**src/rtl/moving_sum_decoder.sv**
```systemverilog
// moving_sum_decoder
//   Rebuilds a sample stream x(n) from a stream of full-precision window sums
//   S(n) = sum of the last N = 2^WIND_WIDTH samples, using
//   x(n) = S(n) - S(n-1) + x(n-N) with a depth-N history of decoded samples.
//
// Ports
//   clk          rising-edge clock
//   reset_n      asynchronous active-low reset
//   clear        synchronous restart (drops history, s_prev, fill count)
//   s_N          window sum S(n), unsigned, SUM_WIDTH bits
//   s_N_valid    s_N valid this cycle, one sum per asserted cycle
//   x_N          reconstructed sample, held between strobes
//   x_N_valid    one-cycle strobe, 1 clk after the accepted sum
//   window_full  high once N samples have been decoded since reset/clear
module moving_sum_decoder #(
  parameter  int WIND_WIDTH = 4,
  parameter  int DATA_WIDTH = 16,
  localparam int SUM_WIDTH  = DATA_WIDTH + WIND_WIDTH
) (
  input  logic                  clk,
  input  logic                  reset_n,
  input  logic                  clear,
  input  logic [SUM_WIDTH-1:0]  s_N,
  input  logic                  s_N_valid,
  output logic [DATA_WIDTH-1:0] x_N,
  output logic                  x_N_valid,
  output logic                  window_full
);

  localparam int N = 1 << WIND_WIDTH;
  localparam logic [WIND_WIDTH:0] FILL_MAX  = (WIND_WIDTH+1)'(N);
  localparam logic [WIND_WIDTH:0] FILL_LAST = (WIND_WIDTH+1)'(N - 1);

  logic [DATA_WIDTH-1:0] r_hist [N];
  logic [SUM_WIDTH-1:0]  r_s_prev;
  logic [WIND_WIDTH-1:0] r_wr_ptr;
  logic [WIND_WIDTH:0]   r_fill_cnt;
  logic [DATA_WIDTH-1:0] r_x;
  logic                  r_x_valid;
  logic                  r_window_full;

  logic                  w_accept;
  logic [DATA_WIDTH-1:0] w_x_old;
  logic [SUM_WIDTH-1:0]  w_sum;
  logic [DATA_WIDTH-1:0] w_x_calc;

  assign w_accept = s_N_valid & ~clear;

  // Until the window has filled, the slot being overwritten holds stale data
  // from before reset/clear; those samples are defined to be zero.
  assign w_x_old  = r_window_full ? r_hist[r_wr_ptr] : '0;

  // Modular arithmetic: intermediate negative differences wrap and cancel.
  assign w_sum    = s_N - r_s_prev + SUM_WIDTH'(w_x_old);
  assign w_x_calc = w_sum[DATA_WIDTH-1:0];

  // History needs no reset: reads are masked until every slot is rewritten.
  always_ff @(posedge clk) begin
    if (w_accept) begin
      r_hist[r_wr_ptr] <= w_x_calc;
    end
  end

  always_ff @(posedge clk or negedge reset_n) begin
    if (!reset_n) begin
      r_s_prev      <= '0;
      r_wr_ptr      <= '0;
      r_fill_cnt    <= '0;
      r_x           <= '0;
      r_x_valid     <= 1'b0;
      r_window_full <= 1'b0;
    end else if (clear) begin
      r_s_prev      <= '0;
      r_wr_ptr      <= '0;
      r_fill_cnt    <= '0;
      r_x_valid     <= 1'b0;
      r_window_full <= 1'b0;
    end else if (s_N_valid) begin
      r_s_prev  <= s_N;
      r_wr_ptr  <= r_wr_ptr + 1'b1;
      r_x       <= w_x_calc;
      r_x_valid <= 1'b1;
      if (r_fill_cnt != FILL_MAX) begin
        r_fill_cnt <= r_fill_cnt + 1'b1;
      end
      if (r_fill_cnt == FILL_LAST) begin
        r_window_full <= 1'b1;
      end
    end else begin
      r_x_valid <= 1'b0;
    end
  end

  assign x_N         = r_x;
  assign x_N_valid   = r_x_valid;
  assign window_full = r_window_full;

endmodule

```
**config.mk**
```make
export PLATFORM = sky130hd
export DESIGN_NAME = moving_sum_decoder
export DESIGN_NICKNAME = d
export VERILOG_FILES = /design/src/rtl/moving_sum_decoder.sv
export SDC_FILE = /design/constraint.sdc
export NUM_CORES = 1
export LEC_CHECK = 0
export CAP_MARGIN = 0
export CORE_MARGIN = 8
export CORE_UTILIZATION = 55
export CTS_CLUSTER_SIZE = 20
export DETAILED_ROUTE_END_ITERATION = 12
export HOLD_SLACK_MARGIN = 0.06
export PLACE_DENSITY = 0.76
export SETUP_SLACK_MARGIN = 0.5
export SLEW_MARGIN = 20
export SYNTH_ARGS = -nofsm -noshare
export SYNTH_HDL_FRONTEND = slang
export SYNTH_SLANG_ARGS = --single-unit
```
**constraint.sdc**
```tcl
create_clock -name clk -period 5.65 [get_ports clk]
set_input_delay 0.8475 -clock clk [delete_from_list [all_inputs] [get_ports clk]]
set_output_delay 0.8475 -clock clk [all_outputs]
set_load 0.02 [all_outputs]
```
==> flow_metrics.env <==
export IMPL_status="finished clean"
export IMPL_io_buffer_count=37
export IMPL_gp_congestion=0.908
export IMPL_ioPinCount=42
export IMPL_diodes=0
export IMPL_synth_area_leaders="edfxtp_1, mux4_2, dfrtp_1"
export IMPL_netlist_area_um2=12800
export IMPL_synth_largest_area_cell="edfxtp_1"
export IMPL_synth_area_per_cell_um2=17.6
export IMPL_synth_common_cells="edfxtp_1, mux4_2, nand2_1"
export IMPL_wl_per_cell_um=24.3
export IMPL_peakVddDrop_mv=0.167
export IMPL_dp_slack_ns=0.413
export IMPL_grt_pass1_vias=7106
export IMPL_numCtsBuffers=29
export IMPL_ant_nets=0
export IMPL_cts_sinks=299
export IMPL_firstDrtPassIters=8
export IMPL_synth_most_common_cell="edfxtp_1"
export IMPL_worst_pin_slew_ns=0.861
export IMPL_cts_buffer_depth=3
export IMPL_drive_gt1_share_pct=21.7
export IMPL_layout_area_seq_um2=8770
export IMPL_final_max_slew_viol_count=0
export IMPL_synth_cells=726
export IMPL_async_flop_share_pct=14.4
export IMPL_finalSetupTns_ns=0
export IMPL_fin_skew_ns=0.0232
export IMPL_fmax_ghz=0.203
export IMPL_synth_edf_count=256
export IMPL_synthFlopType="edfxtp_1"
export IMPL_design_area_um2=14600
export IMPL_die_w_um=169
export IMPL_yosysTopAreaCellShare_pct=60.1
export IMPL_crit_required_ns=5.95
export IMPL_yosys_register_bits=299
export IMPL_avgViaCountPerCell=6.11
export IMPL_synthesis_nets=788
export IMPL_grt_overflow_total=0
export IMPL_layout_min_cycle_time_ns=4.93
export IMPL_timing_final_ws_setup_ns=0.722
export IMPL_num_rows=56
export IMPL_area_delta_synth_final_pct=14.3
export IMPL_nets=862
export IMPL_clk_pin_slew_ns=0.06
export IMPL_drc=0
export IMPL_crit_arrival_ns=5.23
export IMPL_hold_violations=0
export IMPL_fill_cells=1493
export IMPL_ys_types=48
export IMPL_detailroute_via_count=6792
export IMPL_grt_pass1_wl_mm=42.0
export IMPL_grt_max_degree=44
export IMPL_endpoint_kind="flip-flop"
export IMPL_p_leak_nw=5.16
export IMPL_multi_input_area_um2=3760
export IMPL_maxSlewHeadroom_pct=42.6
export IMPL_dp_hpwl_mm=17.4
export IMPL_grtUsageTotal_pct=19.3
export IMPL_drt_first_iter_violations=702
export IMPL_cts_tree="done"
export IMPL_antenna_found_initial=2
export IMPL_powerDensity_nw_per_um2=362
export IMPL_period_share_pct=87.2
export IMPL_clkLatencyLatePin_ns=0.55
export IMPL_rsz0062_at_grt="no"
export IMPL_die_area_um2=28400
export IMPL_post_dp_cell_area_um2=13700
export IMPL_post_cts_buffers=0
export IMPL_worstSetupPathType="reg -> reg"
export IMPL_hp_class="in -> async"
export IMPL_fp_coreArea_um2=23100
export IMPL_start_util_pct=55.3
export IMPL_die_y_um=169
export IMPL_critPathMaxFanout=22
export IMPL_root_buffer="clkbuf_16"
export IMPL_cap_violations=0
export IMPL_critPathLaunchType="flip-flop"
export IMPL_ys_seq_area_share_pct=68.5
export IMPL_htree_num_levels=1
export IMPL_yosys_warnings=0
export IMPL_wirelength_mm=27.0
export IMPL_finalSetupViolations=0
-- power breakdown --
group | internal, mW | switching, mW | total (mW)
logic | 0.341 | 0.518 | 0.859
clock network | 0.943 | 0.806 | 1.75
registers | 2.64 | 0.0436 | 2.69
total | 3.93 | 1.37 | 5.30
-- final timing paths --
| path | start | to | slack [ns] | depth (start not counted) |
|---|---|---|---|---|
| min in group clk | x_N[6] | x_N[6] | 0.49 | 2 |
| max in group asynchronous | reset_n | r_wr_ptr[0] | 4.82 | 2 |
| hold / removal | reset_n | r_s_prev[1] | 0.37 | 2 |
| hold reg to reg | x_N[6] | x_N[6] | 0.49 | 2 |
| setup / recovery | r_wr_ptr[1] | r_hist[7][12] | 0.72 | 13 |
| setup reg to reg | r_wr_ptr[1] | r_hist[7][12] | 0.72 | 13 |
-- cells by family after synthesis --
group	after synthesis	synth area share, %
AO/OA/AOI/OAI	49	2.63
AND/OR/NAND/NOR	129	4.31
flip-flops	299	68.5
XOR/XNOR	20	1.37
multiplexers	103	15.8
adder cells (fa/ha/maj)	38	4.60
buffers and inverters	88	2.77
-- registers in the layout, summed over array words and instances (netlist names) --
name,flops
r_fill_cnt,5
r_hist,256
r_s_prev,16
r_wr_ptr,4
window_full,1
x_N,16
x_N_valid,1
-- layer usage --
metal	wire [um]	vias to the layer above	track usage, %	part of all wire, %
met5	27	-	0	0.10
met4	624	4	5.09	2.3
met3	2010	60	4.19	7.4
met2	13200	298	31.8	49
met1	11100	3516	25.8	41
li1	-	2914	-	-
-- metrics by stage --
| stage | power, mW | utilization (%) | cells | hold slack (ns) |
|---|---|---|---|---|
| floorplan | 3.22 | - | 726 | 0.493 |
| global route | 5.49 | 63.3 | 1111 | 0.415 |
| global placement | 3.52 | 59.3 | 1059 | 0.462 |
| finish | 5.30 | 63.3 | 1111 | 0.375 |
| detailed placement | 3.57 | 59.3 | 1059 | 0.471 |
| CTS | 5.31 | 63.1 | 1111 | 0.379 |
-- what timing repair did --
item,in CTS,in global routing
setup endpoints to repair,67,33
hold buffers,0,0
gates resized for setup,4,2
-- area by class of cell --
| class | count | area share [%] |
|---|---|---|
| tap | 290 | 2.48 |
| clock buffer | 34 | 5.09 |
| multi-input combinational | 339 | 25.7 |
| clock inverter | 18 | 0.702 |
| inverter | 55 | 1.41 |
| sequential | 299 | 60.0 |
| timing repair buffer | 76 | 4.67 |
-- worst max-delay path, cell delays in order (launching register included) --
cell and delay (ns):
dfrtp_2 0.75, buf_4 0.29, mux4_2 0.34, mux4_2 0.51
nand2_1 0.12, fa_1 0.43, inv_1 0.07, ha_1 0.26
nor2b_1 0.17, o2111a_1 0.28, or2_1 0.28, a2111oi_2 0.51
o21bai_1 0.25, xor2_4 0.41
-- cells in the final DEF, fill, tap and decap left out, types with 3 or more instances in the layout --
cell,n
edfxtp_1,256
mux4_2,76
nand2_1,54
inv_1,53
nor2_1,48
dfrtp_1,41
buf_4,37
clkdlybuf4s50_1,36
clkbuf_16,29
ha_1,23
mux2i_1,19
fa_1,15
a21oi_1,12
xnor2_1,10
clkinv_2,6
clkinv_1,6
a211oi_1,5
o21ai_1,5
xor2_1,5
mux2_2,5
clkbuf_1,5
o21ai_0,4
a21o_1,4
nor3_2,4
nand4_1,3
nor2b_1,3
nor3_1,3
o21bai_1,3
nand2b_1,3
No activity file was read; power rests on OpenSTA's default activity.
